**src/rtl/anita3_scaler_pkg.sv**
```systemverilog
// Shared definitions for the TURF scaler read port: address map, frame sizing and reader states.
package anita3_scaler_pkg;

    localparam int unsigned SCAL_ADDR_W = 6;
    localparam int unsigned DATA_W      = 32;
    localparam int unsigned BYTE_W      = 8;
    localparam int unsigned SEQ_W       = 8;

    localparam logic [SCAL_ADDR_W-1:0] SCAL_ADDR_C3PO    = 6'h00;
    localparam logic [SCAL_ADDR_W-1:0] SCAL_ADDR_SEC     = 6'h04;
    localparam logic [SCAL_ADDR_W-1:0] SCAL_ADDR_L3_BASE = 6'h20;

    typedef enum logic [2:0] {
        ST_IDLE,
        ST_RD_SEC,
        ST_OUT,
        ST_RD_C3PO,
        ST_RD_SCAL
    } reader_state_e;

    // Header word, C3PO word, then one word per four 8-bit L3 scalers.
    function automatic int unsigned frame_len(input int unsigned num_phi);
        return 32'(2 + num_phi / 2);
    endfunction

endpackage

```
**src/rtl/anita3_scaler_word_packer.sv**
```systemverilog
// Four-byte little-end-first shift register; packed_c presents the full word on the fourth byte.
module anita3_scaler_word_packer
    import anita3_scaler_pkg::*;
(
    input  logic              clk,
    input  logic              rst,
    input  logic              clr,
    input  logic              shift,
    input  logic [BYTE_W-1:0] byte_in,
    output logic [DATA_W-1:0] packed_c,
    output logic [1:0]        byte_cnt
);

    logic [DATA_W-BYTE_W-1:0] shreg;

    always_ff @(posedge clk) begin
        if (rst || clr) begin
            shreg    <= '0;
            byte_cnt <= '0;
        end else if (shift) begin
            shreg    <= {byte_in, shreg[DATA_W-BYTE_W-1:BYTE_W]};
            byte_cnt <= byte_cnt + 2'd1;
        end
    end

    // Incoming byte lands in the top lane so earlier bytes end up in the low lanes.
    assign packed_c = {byte_in, shreg};

endmodule

```
**src/rtl/anita3_scaler_reader.sv**
```systemverilog
// Per-PPS sequencer: reads seconds, C3PO and L3 scalers from the scaler port and streams a fixed frame.
module anita3_scaler_reader
    import anita3_scaler_pkg::*;
#(
    parameter int unsigned NUM_PHI = 16
) (
    input  logic                   clk33_i,
    input  logic                   rst_i,
    input  logic                   pps_i,
    output logic [SCAL_ADDR_W-1:0] scal_addr_o,
    input  logic [DATA_W-1:0]      scal_dat_i,
    output logic [DATA_W-1:0]      dat_o,
    output logic                   valid_o,
    input  logic                   ready_i,
    output logic                   last_o,
    output logic                   busy_o,
    output logic                   overrun_o
);

    localparam int unsigned FRAME_LEN = frame_len(NUM_PHI);
    localparam int unsigned WIDX_W    = $clog2(FRAME_LEN);
    localparam logic [WIDX_W-1:0] LAST_IDX = WIDX_W'(FRAME_LEN - 1);

    reader_state_e state_q, state_d;
    logic [SCAL_ADDR_W-1:0] addr_d;
    logic [DATA_W-1:0]      dat_d;
    logic                   valid_d, last_d, busy_d, overrun_d;
    logic [SEQ_W-1:0]       seq_q, seq_d;
    logic                   miss_q, miss_d;
    logic                   frame_miss_q, frame_miss_d;
    logic [WIDX_W-1:0]      widx_q, widx_d;

    logic                   handshake, start, drop;
    logic [WIDX_W-1:0]      scal_word;
    logic [WIDX_W+1:0]      scal_off;
    logic [DATA_W-1:0]      packed_word;
    logic [1:0]             byte_cnt;

    assign handshake = valid_o && ready_i;
    // A PPS coinciding with the final handshake is a clean restart, not an overrun.
    assign start     = pps_i && ((state_q == ST_IDLE) || ((state_q == ST_OUT) && handshake && last_o));
    assign drop      = pps_i && !start && (state_q != ST_IDLE);
    assign scal_word = widx_q - WIDX_W'(1);
    assign scal_off  = {scal_word, 2'b00};

    anita3_scaler_word_packer u_packer (
        .clk      (clk33_i),
        .rst      (rst_i),
        .clr      (start),
        .shift    (state_q == ST_RD_SCAL),
        .byte_in  (scal_dat_i[BYTE_W-1:0]),
        .packed_c (packed_word),
        .byte_cnt (byte_cnt)
    );

    // State and registered outputs.
    always_ff @(posedge clk33_i) begin
        if (rst_i) begin
            state_q      <= ST_IDLE;
            scal_addr_o  <= '0;
            dat_o        <= '0;
            valid_o      <= 1'b0;
            last_o       <= 1'b0;
            busy_o       <= 1'b0;
            overrun_o    <= 1'b0;
            seq_q        <= '0;
            miss_q       <= 1'b0;
            frame_miss_q <= 1'b0;
            widx_q       <= '0;
        end else begin
            state_q      <= state_d;
            scal_addr_o  <= addr_d;
            dat_o        <= dat_d;
            valid_o      <= valid_d;
            last_o       <= last_d;
            busy_o       <= busy_d;
            overrun_o    <= overrun_d;
            seq_q        <= seq_d;
            miss_q       <= miss_d;
            frame_miss_q <= frame_miss_d;
            widx_q       <= widx_d;
        end
    end

    // Next-state and next-output logic; widx_q is the index of the word held in dat_o.
    always_comb begin
        state_d      = state_q;
        addr_d       = scal_addr_o;
        dat_d        = dat_o;
        valid_d      = valid_o;
        last_d       = last_o;
        busy_d       = busy_o;
        overrun_d    = overrun_o;
        seq_d        = seq_q;
        miss_d       = miss_q;
        frame_miss_d = frame_miss_q;
        widx_d       = widx_q;

        if (drop) begin
            overrun_d = 1'b1;
            miss_d    = 1'b1;
        end

        case (state_q)
            ST_RD_SEC: begin
                dat_d   = {scal_dat_i[DATA_W-1:16], frame_miss_q, 7'b0, seq_q};
                valid_d = 1'b1;
                last_d  = 1'b0;
                state_d = ST_OUT;
            end
            ST_OUT: begin
                if (handshake) begin
                    valid_d = 1'b0;
                    last_d  = 1'b0;
                    widx_d  = widx_q + WIDX_W'(1);
                    if (last_o) begin
                        state_d = ST_IDLE;
                        busy_d  = 1'b0;
                        seq_d   = seq_q + SEQ_W'(1);
                    end else if (widx_q == '0) begin
                        state_d = ST_RD_C3PO;
                        addr_d  = SCAL_ADDR_C3PO;
                    end else begin
                        state_d = ST_RD_SCAL;
                        addr_d  = SCAL_ADDR_L3_BASE + SCAL_ADDR_W'(scal_off);
                    end
                end
            end
            ST_RD_C3PO: begin
                dat_d   = scal_dat_i;
                valid_d = 1'b1;
                last_d  = (widx_q == LAST_IDX);
                state_d = ST_OUT;
            end
            ST_RD_SCAL: begin
                // Addresses run one cycle ahead of captures; the fourth capture completes the word.
                if (byte_cnt == 2'd3) begin
                    dat_d   = packed_word;
                    valid_d = 1'b1;
                    last_d  = (widx_q == LAST_IDX);
                    state_d = ST_OUT;
                end else begin
                    addr_d = scal_addr_o + SCAL_ADDR_W'(1);
                end
            end
            default: ;
        endcase

        if (start) begin
            state_d      = ST_RD_SEC;
            addr_d       = SCAL_ADDR_SEC;
            busy_d       = 1'b1;
            widx_d       = '0;
            frame_miss_d = miss_q;
            miss_d       = 1'b0;
        end
    end

endmodule

```
**config.mk**
```make
export PLATFORM = sky130hd
export DESIGN_NAME = anita3_scaler_reader
export DESIGN_NICKNAME = d
export VERILOG_FILES = /design/src/rtl/anita3_scaler_pkg.sv /design/src/rtl/anita3_scaler_word_packer.sv /design/src/rtl/anita3_scaler_reader.sv
export SDC_FILE = /design/constraint.sdc
export NUM_CORES = 1
export LEC_CHECK = 0
export CORE_MARGIN = 2
export CORE_UTILIZATION = 40
export CTS_BUF_LIST = sky130_fd_sc_hd__clkbuf_16
export DETAILED_ROUTE_END_ITERATION = 8
export PLACE_DENSITY_LB_ADDON = 0.1
export SLEW_MARGIN = 20
export SYNTH_ARGS = -nofsm -noshare
export SYNTH_HDL_FRONTEND = slang
export SYNTH_HIERARCHICAL = 1
export SYNTH_SLANG_ARGS = --single-unit
```
**constraint.sdc**
```tcl
create_clock -name clk33_i -period 5.8 [get_ports clk33_i]
set_input_delay 1.16 -clock clk33_i [delete_from_list [all_inputs] [get_ports clk33_i]]
set_output_delay 1.16 -clock clk33_i [all_outputs]
set_load 0.05 [all_outputs]
```
==> results of run 1 <==
==> cell usage after synthesis (2+ instances only) <==
library cell	count	area share, %
dfxtp_1	85	44
nor2_1	74	7.2
nand2_1	39	3.8
a21oi_1	28	3.6
mux2i_1	26	6.7
a311oi_1	16	3.6
nor3_1	14	1.8
nand3_1	12	1.6
buf_4	11	2.1
clkbuf_1	11	1.1
a211oi_1	10	1.9
a22oi_1	10	1.9
o21ai_0	9	1.2
buf_6	8	2.3
a221oi_1	7	1.6
buf_2	7	0.91
inv_1	6	0.58
and2_1	5	0.81
ha_1	5	1.6
xnor2_1	4	0.91
xor2_1	4	0.91
nand4_1	3	0.49
or3_1	3	0.49
a211o_1	2	0.45
a21bo_2	2	0.52
buf_8	2	0.78
nand3b_1	2	0.39
nor2_2	2	0.32
nor2b_1	2	0.32
nor3b_1	2	0.39
==> placed cells by master (no fill, tap or decap), drive strengths merged, types with 2 or more instances in the layout <==
master	count
a211o	2
a211oi	11
a21bo	2
a21oi	29
a221oi	7
a22oi	10
a311oi	16
and2	5
buf	2
bufinv	2
clkbuf	9
clkdlybuf4s50	76
clkinv	3
dfxtp	85
ha	5
inv	8
mux2i	26
nand2	39
nand3	12
nand3b	2
nand4	3
nor2	76
nor2b	2
nor3	14
nor3b	2
o21ai	9
o21bai	2
or2	2
or3	3
xnor2	4
xor2	4
==> cell families after synthesis <==
logic type      count (synthesis)
compound gates                 94
xor+xnor                        8
fa+ha+maj                       5
buf+inv                        47
flops                          85
mux                            26
simple gates                  169
==> power breakdown <==
part | switching [mW] | internal [mW]
registers | 0.0194 | 0.612
logic | 0.168 | 0.0980
clock network | 0.236 | 0.379
==> worst max-delay path, stage by stage <==
cell and delay [ns]:
clkdlybuf4s50_1 0.47, nand3_1 0.11, a2111oi_2 0.69, or2_1 0.78
nor2_1 0.13
==> registers in the layout, summed over array words and instances (netlist names) <==
| name | count |
|---|---|
| seq_q | 8 |
| overrun_o | 1 |
| miss_q | 1 |
| valid_o | 1 |
| busy_o | 1 |
| u_packer/byte_cnt | 2 |
| widx_q | 4 |
| state_q | 3 |
| frame_miss_q | 1 |
| last_o | 1 |
| dat_o | 32 |
| scal_addr_o | 6 |
| u_packer/shreg | 24 |
==> through the flow <==
step / instances / total power [mW] / util [%] / instance area (um2)
after CTS: 616 / 1.53 / 51.8 / 4830
final: 617 / 1.51 / 52.0 / 4850
after floorplan: 434 / 0.831 / - / 3860
after global routing: 617 / 1.58 / 52.0 / 4850
after detailed placement: 600 / 0.909 / 48.3 / 4510
after global placement: 600 / 0.907 / 48.3 / 4510
==> area by class of cell <==
cell class | count | area (um2)
clock buffers | 9 | 225
clock inverters | 7 | 97.6
fillers | 928 | 4480
inverters | 7 | 31.3
multi-input cells | 302 | 1850
flip-flops and latches | 85 | 1700
well taps | 129 | 161
repair buffers | 78 | 786
==> routing by layer <==
| metal | routed length [um] | part of all wire, % | up-vias |
|---|---|---|---|
| li1 | - | - | 1628 |
| met1 | 3950 | 43 | 1501 |
| met2 | 4750 | 52 | 70 |
| met3 | 465 | 5.0 | 2 |
| met4 | 46 | 0.50 | 0 |
| met5 | 0 | 0 | - |
==> how the worst min path moves through the flow <==
stage / to / from / slack [ns] / cells past startpoint
2_1_floorplan: miss_q / miss_q / 0.44 / 2
3_3_place_gp: overrun_o / overrun_o / 0.47 / 2
3_5_place_dp: overrun_o / overrun_o / 0.46 / 2
4_1_cts: overrun_o / overrun_o / 0.48 / 2
5_1_grt: seq_q[7] / seq_q[7] / 0.52 / 2
6_report: overrun_o / overrun_o / 0.47 / 2
==> qor.txt, run 1 <==
status: completed
cts bufs inserted: 9
Hold Fails Final Rpt: 0
critical path launch point: ready_i
critical-path maximum fanout: 26
CTS max path bufs: 2
FF+latch count, synth: 85
proportion of synthesized area in mux cells: 6.74%
Yosys cell types: 53
Fin Clk Skew: 0.00867 ns
Most Used Layer, Global Route: met2
crit start category: input pin
FF-to-FF setup slack: 2.74 ns
DRT Wirelength: 9.21 mm
Pwr per Cell Area: 311 nW/um2
HP Class: flop to flop
Core ar.: 9330 um2
die width: 102 um
max-cap violations: 0
Critical Path AT: 3.35 ns
DRC viols: 0
FP Rows: 35
YS warnings: 6
post-synthesis compound-gate area fraction: 17.9%
Ports: 78
vias in the first global route: 3,052
hold_buf cts: 0
Total GRT Usage: 18.3%
Final Cycle Share: 54.6%
GR Util met1: 22.6%
Mapped Area: 3860 um2
Seq/Total Area, Yosys: 44.0%
first-pass GRT wire length: 15.0 mm
post-CTS setup buffers: 0
Worst-Margin Slew: 0.951 ns
Fin Hold WS: 0.471 ns
final setup vio count: 0
capture point of the worst path: u_packer/shreg[9]
share of cells above drive strength 1: 5.94%
Die Area: 10,500 um2
Clock Latency Late Sink: 0.34 ns
synthesized net count: 475
Async S/R FF share, synth: 0%
met2 Resource Use GR: 31.8%
critical path class: input pin to flop
RR Endpoint: dat_o[0]
post-route setup TNS: 0 ns
detailed placement HPWL: 6.22 mm
mean area per synthesized cell: 8.90 um2
dominant synthesized flop cell: dfxtp_1
largest net degree at the start of global routing: 75
net count reported at finish: 524
Setup WS pre-CTS: 2.28 ns
number of DRC markers in iteration 0: 123
CTS sink cnt: 85
Synth Instances: 434
Peak VDD IR: 202 uV
r2r worst-path depth: 5
Fmax achieved: 316 MHz
grt ovf: 0
synthesized-area fraction occupied by and/or/nand/nor cells: 19.8%
RD Place Congestion: 0.779
antenna violations before repair: 0
DR vias: 3,201
CTS clk-pin slew, worst paths: 0.07 ns
drt wl/cell: 14.9 um
buffers added on ports: 77
post-CTS sizing: 0
Reg2Reg Launch Point: state_q[1]
minimum clock period: 3.16 ns
Vias/cell: 5.19
Adder-Cell Fraction of Synth Area: 1.62%
Setup crit end kind: flop
largest family of logic cells by synthesized area: simple AND/OR/NAND/NOR gates
CTS tree: yes
xor/xnor share of the synthesized area: 1.81%
die height: 102 um
Root Driver: clkbuf_16
unrepaired setup endpoints after global routing: false
CP Data Required Time: 5.99 ns
EDFF count, synth: 0
Post-DRT Antenna Nets: 0
Slew Limit Fails: 0
DRT Pass-1 Iters: 5
H-tree Lvls: 3
met3 Use GR: 4.31%
Area Growth Syn to Fin: 25.6%
Static Leak: 1.66 nW
ANT cells: 0
initial core utilization: 41.4%
Slew HR: 36.6%
final setup margin: 2.64 ns
Note: power is estimated with default switching activity, not from simulation.
==> inputs of run 2 (changes only) <==
==> constraint.sdc (replaced) <==
create_clock -name clk33_i -period 3.25 [get_ports clk33_i]
set_input_delay 0.65 -clock clk33_i [delete_from_list [all_inputs] [get_ports clk33_i]]
set_output_delay 0.65 -clock clk33_i [all_outputs]
set_load 0.05 [all_outputs]
==> qor.txt, run 2 (synthesis results as in run 1) <==
minimum clock period: 2.37 ns
post-CTS setup buffers: 0
crit start category: flop
Critical-path top delay cell: clkdlybuf4s50_1
share of cells above drive strength 1: 6.71%
Biggest register: dat_o
CP Buf/Inv Count: 1
Fin Clk Skew: 0.00701 ns
Die Area: 10,500 um2
CTS sink cnt: 85
Fmax achieved: 422 MHz
CTS tree: yes
post-route setup TNS: 0 ns
Slew HR: 56.2%
# fillers: 915
Worst-Margin Slew: 0.657 ns
Setup crit end kind: primary output
Static Leak: 1.68 nW
Area Growth Syn to Fin: 26.6%
number of DRC markers in iteration 0: 119
antenna violations before repair: 0
worst hold endpoint: overrun_o
most common cell after layout, fill and taps aside: dfxtp_1
Root Driver: clkbuf_16
cell family with most CP delay: buffers and inverters
crit path cell chain: clkdlybuf4s50_1
Critical Path AT: 1.72 ns
hold_buf cts: 0
RR Endpoint: dat_o[0]
post-placement cell count: 606
critical path class: flop to primary output
CTS clk-pin slew, worst paths: 0.06 ns
critical-path maximum fanout: 9
cts bufs inserted: 9
DR vias: 3,243
grt ovf: 0
DRT Pass-1 Iters: 4
FF-to-FF setup slack: 1.01 ns
Slew Limit Fails: 0
fin cells: 621
Core ar.: 9330 um2
Post-DRT Antenna Nets: 0
max-cap violations: 0
Total GRT Usage: 18.5%
Final Cycle Share: 72.9%
Clock Latency Late Sink: 0.34 ns
H-tree Lvls: 3
net count reported at finish: 529
DRT Wirelength: 9.17 mm
FP Rows: 35
largest net degree at the start of global routing: 54
status: completed
HP Class: flop to flop
Vias/cell: 5.22
die height: 102 um
CP Data Required Time: 2.60 ns
buffers added on ports: 77
r2r worst-path depth: 5
Reg2Reg Launch Point: state_q[1]
post-CTS sizing: 0
detailed placement HPWL: 6.52 mm
CTS max path bufs: 2
max FFs per register: 32
CP peak stage delay: 0.88 ns
die width: 102 um
largest registers: dat_o: 32 flops, u_packer/shreg: 24 flops, seq_q: 8 flops
worst min-delay path startpoint: overrun_o
Ports: 78
first-pass GRT wire length: 15.1 mm
vias in the first global route: 3,115
most frequent cells in the layout: 85 x dfxtp_1, 76 x clkdlybuf4s50_1, 74 x nor2_1
hold path cells: 2
Hold Fails Final Rpt: 0
initial core utilization: 41.4%
RD Place Congestion: 0.830
ANT cells: 0
final setup vio count: 0
drt wl/cell: 14.8 um
unrepaired setup endpoints after global routing: false
Pwr per Cell Area: 549 nW/um2
Peak VDD IR: 283 uV
DRC viols: 0
-- run 2: area by class of cell --
type / instances / area (um2) / area share (%)
timing repair buffer: 83 / 836 / 17.1
inverter: 7 / 31.3 / 0.640
tap: 129 / 161 / 3.30
clock inverter: 6 / 87.6 / 1.79
sequential: 85 / 1700 / 34.8
multi-input combinational: 302 / 1850 / 37.8
clock buffer: 9 / 225 / 4.60
-- run 2: power breakdown --
group          total, mW  internal [mW]  switching (mW)
Clock               1.08          0.668           0.411
Combinational      0.480          0.181           0.299
Sequential          1.13           1.09          0.0352
Total               2.69           1.94           0.745
-- run 2: worst max path at each step --
stage,from,end,slack [ns],cells past startpoint
floorplan,last_o,u_packer/shreg[0],1.16,6
global placement,ready_i,seq_q[7],0.90,5
finish,last_o,last_o,0.88,1
CTS,last_o,last_o,0.88,1
detailed placement,ready_i,state_q[1],0.84,6
global route,last_o,last_o,0.81,1
-- run 2: per-stage QoR --
step	power (mW)	setup WS [ns]	hold slack [ns]	instance area, um2	utilization (%)
after floorplan	1.48	1.16	0.438	3860	-
after global placement	1.63	0.904	0.463	4580	49.1
after detailed placement	1.63	0.844	0.466	4580	49.1
after CTS	2.72	0.880	0.484	4890	52.4
after global routing	2.80	0.814	0.520	4890	52.4
final	2.69	0.879	0.478	4890	52.4
-- run 2: per-layer routing --
metal	vias up	track usage, %	wire (um)
met5	-	0	0
met4	0	6.67	164
met3	14	3.76	401
met2	71	30.5	4460
met1	1519	23.9	4150
li1	1639	-	-
==> inputs of run 3 (changes only) <==
==> constraint.sdc (replaced) <==
create_clock -name clk33_i -period 2 [get_ports clk33_i]
set_input_delay 0.4 -clock clk33_i [delete_from_list [all_inputs] [get_ports clk33_i]]
set_output_delay 0.4 -clock clk33_i [all_outputs]
set_load 0.05 [all_outputs]
==> qor.txt, run 3 (synthesis results as in run 1) <==
cell family with most CP delay: compound AO/OA/AOI/OAI gates
critical path class: flop to flop
CP Data Required Time: 2.27 ns
Total GRT Usage: 18.9%
multi-input logic area: 1850 um2
crit path cell chain: or3b_1 > inv_6 > a31oi_4 > a211o_1 > a21oi_2
status: completed
Core ar.: 9330 um2
buffers added on ports: 77
final setup vio count: 0
RD Place Congestion: 0.765
r2r worst-path depth: 5
Clock Latency Late Sink: 0.34 ns
Pwr per Cell Area: 898 nW/um2
minimum clock period: 1.90 ns
first-pass GRT wire length: 15.4 mm
hold_buf cts: 0
FP Rows: 35
Crit path depth: 5
FF/Latch Area: 1700 um2
grt ovf: 0
Fin Clk Skew: 0.00703 ns
CTS max path bufs: 2
largest net degree at the start of global routing: 43
CTS clk-pin slew, worst paths: 0.07 ns
Peak VDD IR: 469 uV
vias in the first global route: 3,151
most common cell after layout, fill and taps aside: dfxtp_1
CTS sink cnt: 85
Vias/cell: 5.10
Total Power: 4.47 mW
Fmax achieved: 527 MHz
Ports: 78
Critical Path AT: 2.16 ns
Slew Limit Fails: 0
Biggest register: dat_o
CP Buf/Inv Count: 1
DR vias: 3,233
Root Driver: clkbuf_16
unrepaired setup endpoints after global routing: false
ANT cells: 0
number of DRC markers in iteration 0: 83
Post-DRT Antenna Nets: 0
DRT Pass-1 Iters: 4
detailed placement HPWL: 6.47 mm
share of cells above drive strength 1: 12.1%
net count reported at finish: 541
critical-path maximum fanout: 22
Hold Fails Final Rpt: 0
Fin Hold WS: 0.291 ns
hold path cells: 2
CTS tree: yes
post-placement cell count: 618
CP peak stage delay: 0.50 ns
post-CTS setup buffers: 0
most frequent cells in the layout: 84 x dfxtp_1, 74 x nor2_1, 63 x clkdlybuf4s50_1
crit start category: flop
DRT Wirelength: 9.25 mm
fin cells: 634
DRC viols: 0
Final Cycle Share: 94.9%
max FFs per register: 32
Static Leak: 1.78 nW
Critical-path top delay cell: or3b_1
post-CTS sizing: 0
Slew HR: 58.1%
largest registers: dat_o: 32 flops, u_packer/shreg: 24 flops, seq_q: 8 flops
HP Class: input pin to flop
drt wl/cell: 14.6 um
Die Area: 10,500 um2
max-cap violations: 0
die height: 102 um
Worst-Margin Slew: 0.629 ns
Setup crit end kind: flop
H-tree Lvls: 3
initial core utilization: 41.4%
# fillers: 923
die width: 102 um
antenna violations before repair: 0
cts bufs inserted: 9
Area Growth Syn to Fin: 28.8%
-- run 3: changes by cell type in the layout (fill, tap and decap cells not counted) --
cell             before  now
dfxtp_1              85   84
buf_12                2    3
inv_6                 2    5
buf_4                 4   28
clkinv_1              1    0
clkdlybuf4s50_1      76   63
clkinvlp_4            2    1
dfxtp_2               0    1
-- run 3: cell type report --
type                            count  area share (%)
Timing Repair Buffer               95            18.2
Inverter                            7           0.628
Multi-Input combinational cell    302            37.1
Sequential cell                    85            34.2
Clock buffer                        9            4.52
Tap cell                          129            3.24
Clock inverter                      7            2.06
-- run 3: through the flow --
stage,setup TNS [ns],utilization (%),cell area (um2),setup WS (ns)
final,0,53.4,4980,0.102
after global routing,0,53.4,4980,0.00375
after CTS,0,53.4,4980,0.0928
after detailed placement,-1.39,49.8,4650,-0.0526
after global placement,-0.573,49.8,4650,-0.0264
after floorplan,0,-,3860,0.00760
-- run 3: worst paths after layout --
path	startpoint	to	slack, ns
setup / recovery	state_q[0]	last_o	0.10
hold / removal	rst_i	state_q[0]	0.29
setup reg to reg	state_q[0]	last_o	0.10
hold reg to reg	overrun_o	overrun_o	0.48
-- run 3: metal layers --
| metal | GRT usage, % | share of wire, % | wire, um | vias up |
|---|---|---|---|---|
| met5 | 0 | 0 | 0 | - |
| met4 | 5.74 | 1.1 | 102 | 0 |
| met3 | 4.79 | 3.9 | 358 | 9 |
| met2 | 32.6 | 50 | 4640 | 57 |
| met1 | 23.1 | 45 | 4150 | 1508 |
| li1 | - | - | - | 1659 |
-- run 3: power by group --
group,leakage (nW),switching (mW),internal (mW)
clock network,0.157,0.721,1.11
registers,0.692,0.0462,1.77
logic,0.936,0.504,0.311
total,1.78,1.27,3.20
-- run 3: worst reg2reg max path, stage by stage (launching register included) --
cell	delay, ns
dfxtp_1	0.31
or3b_1	0.50
inv_6	0.23
a31oi_4	0.28
a211o_1	0.39
a21oi_2	0.12
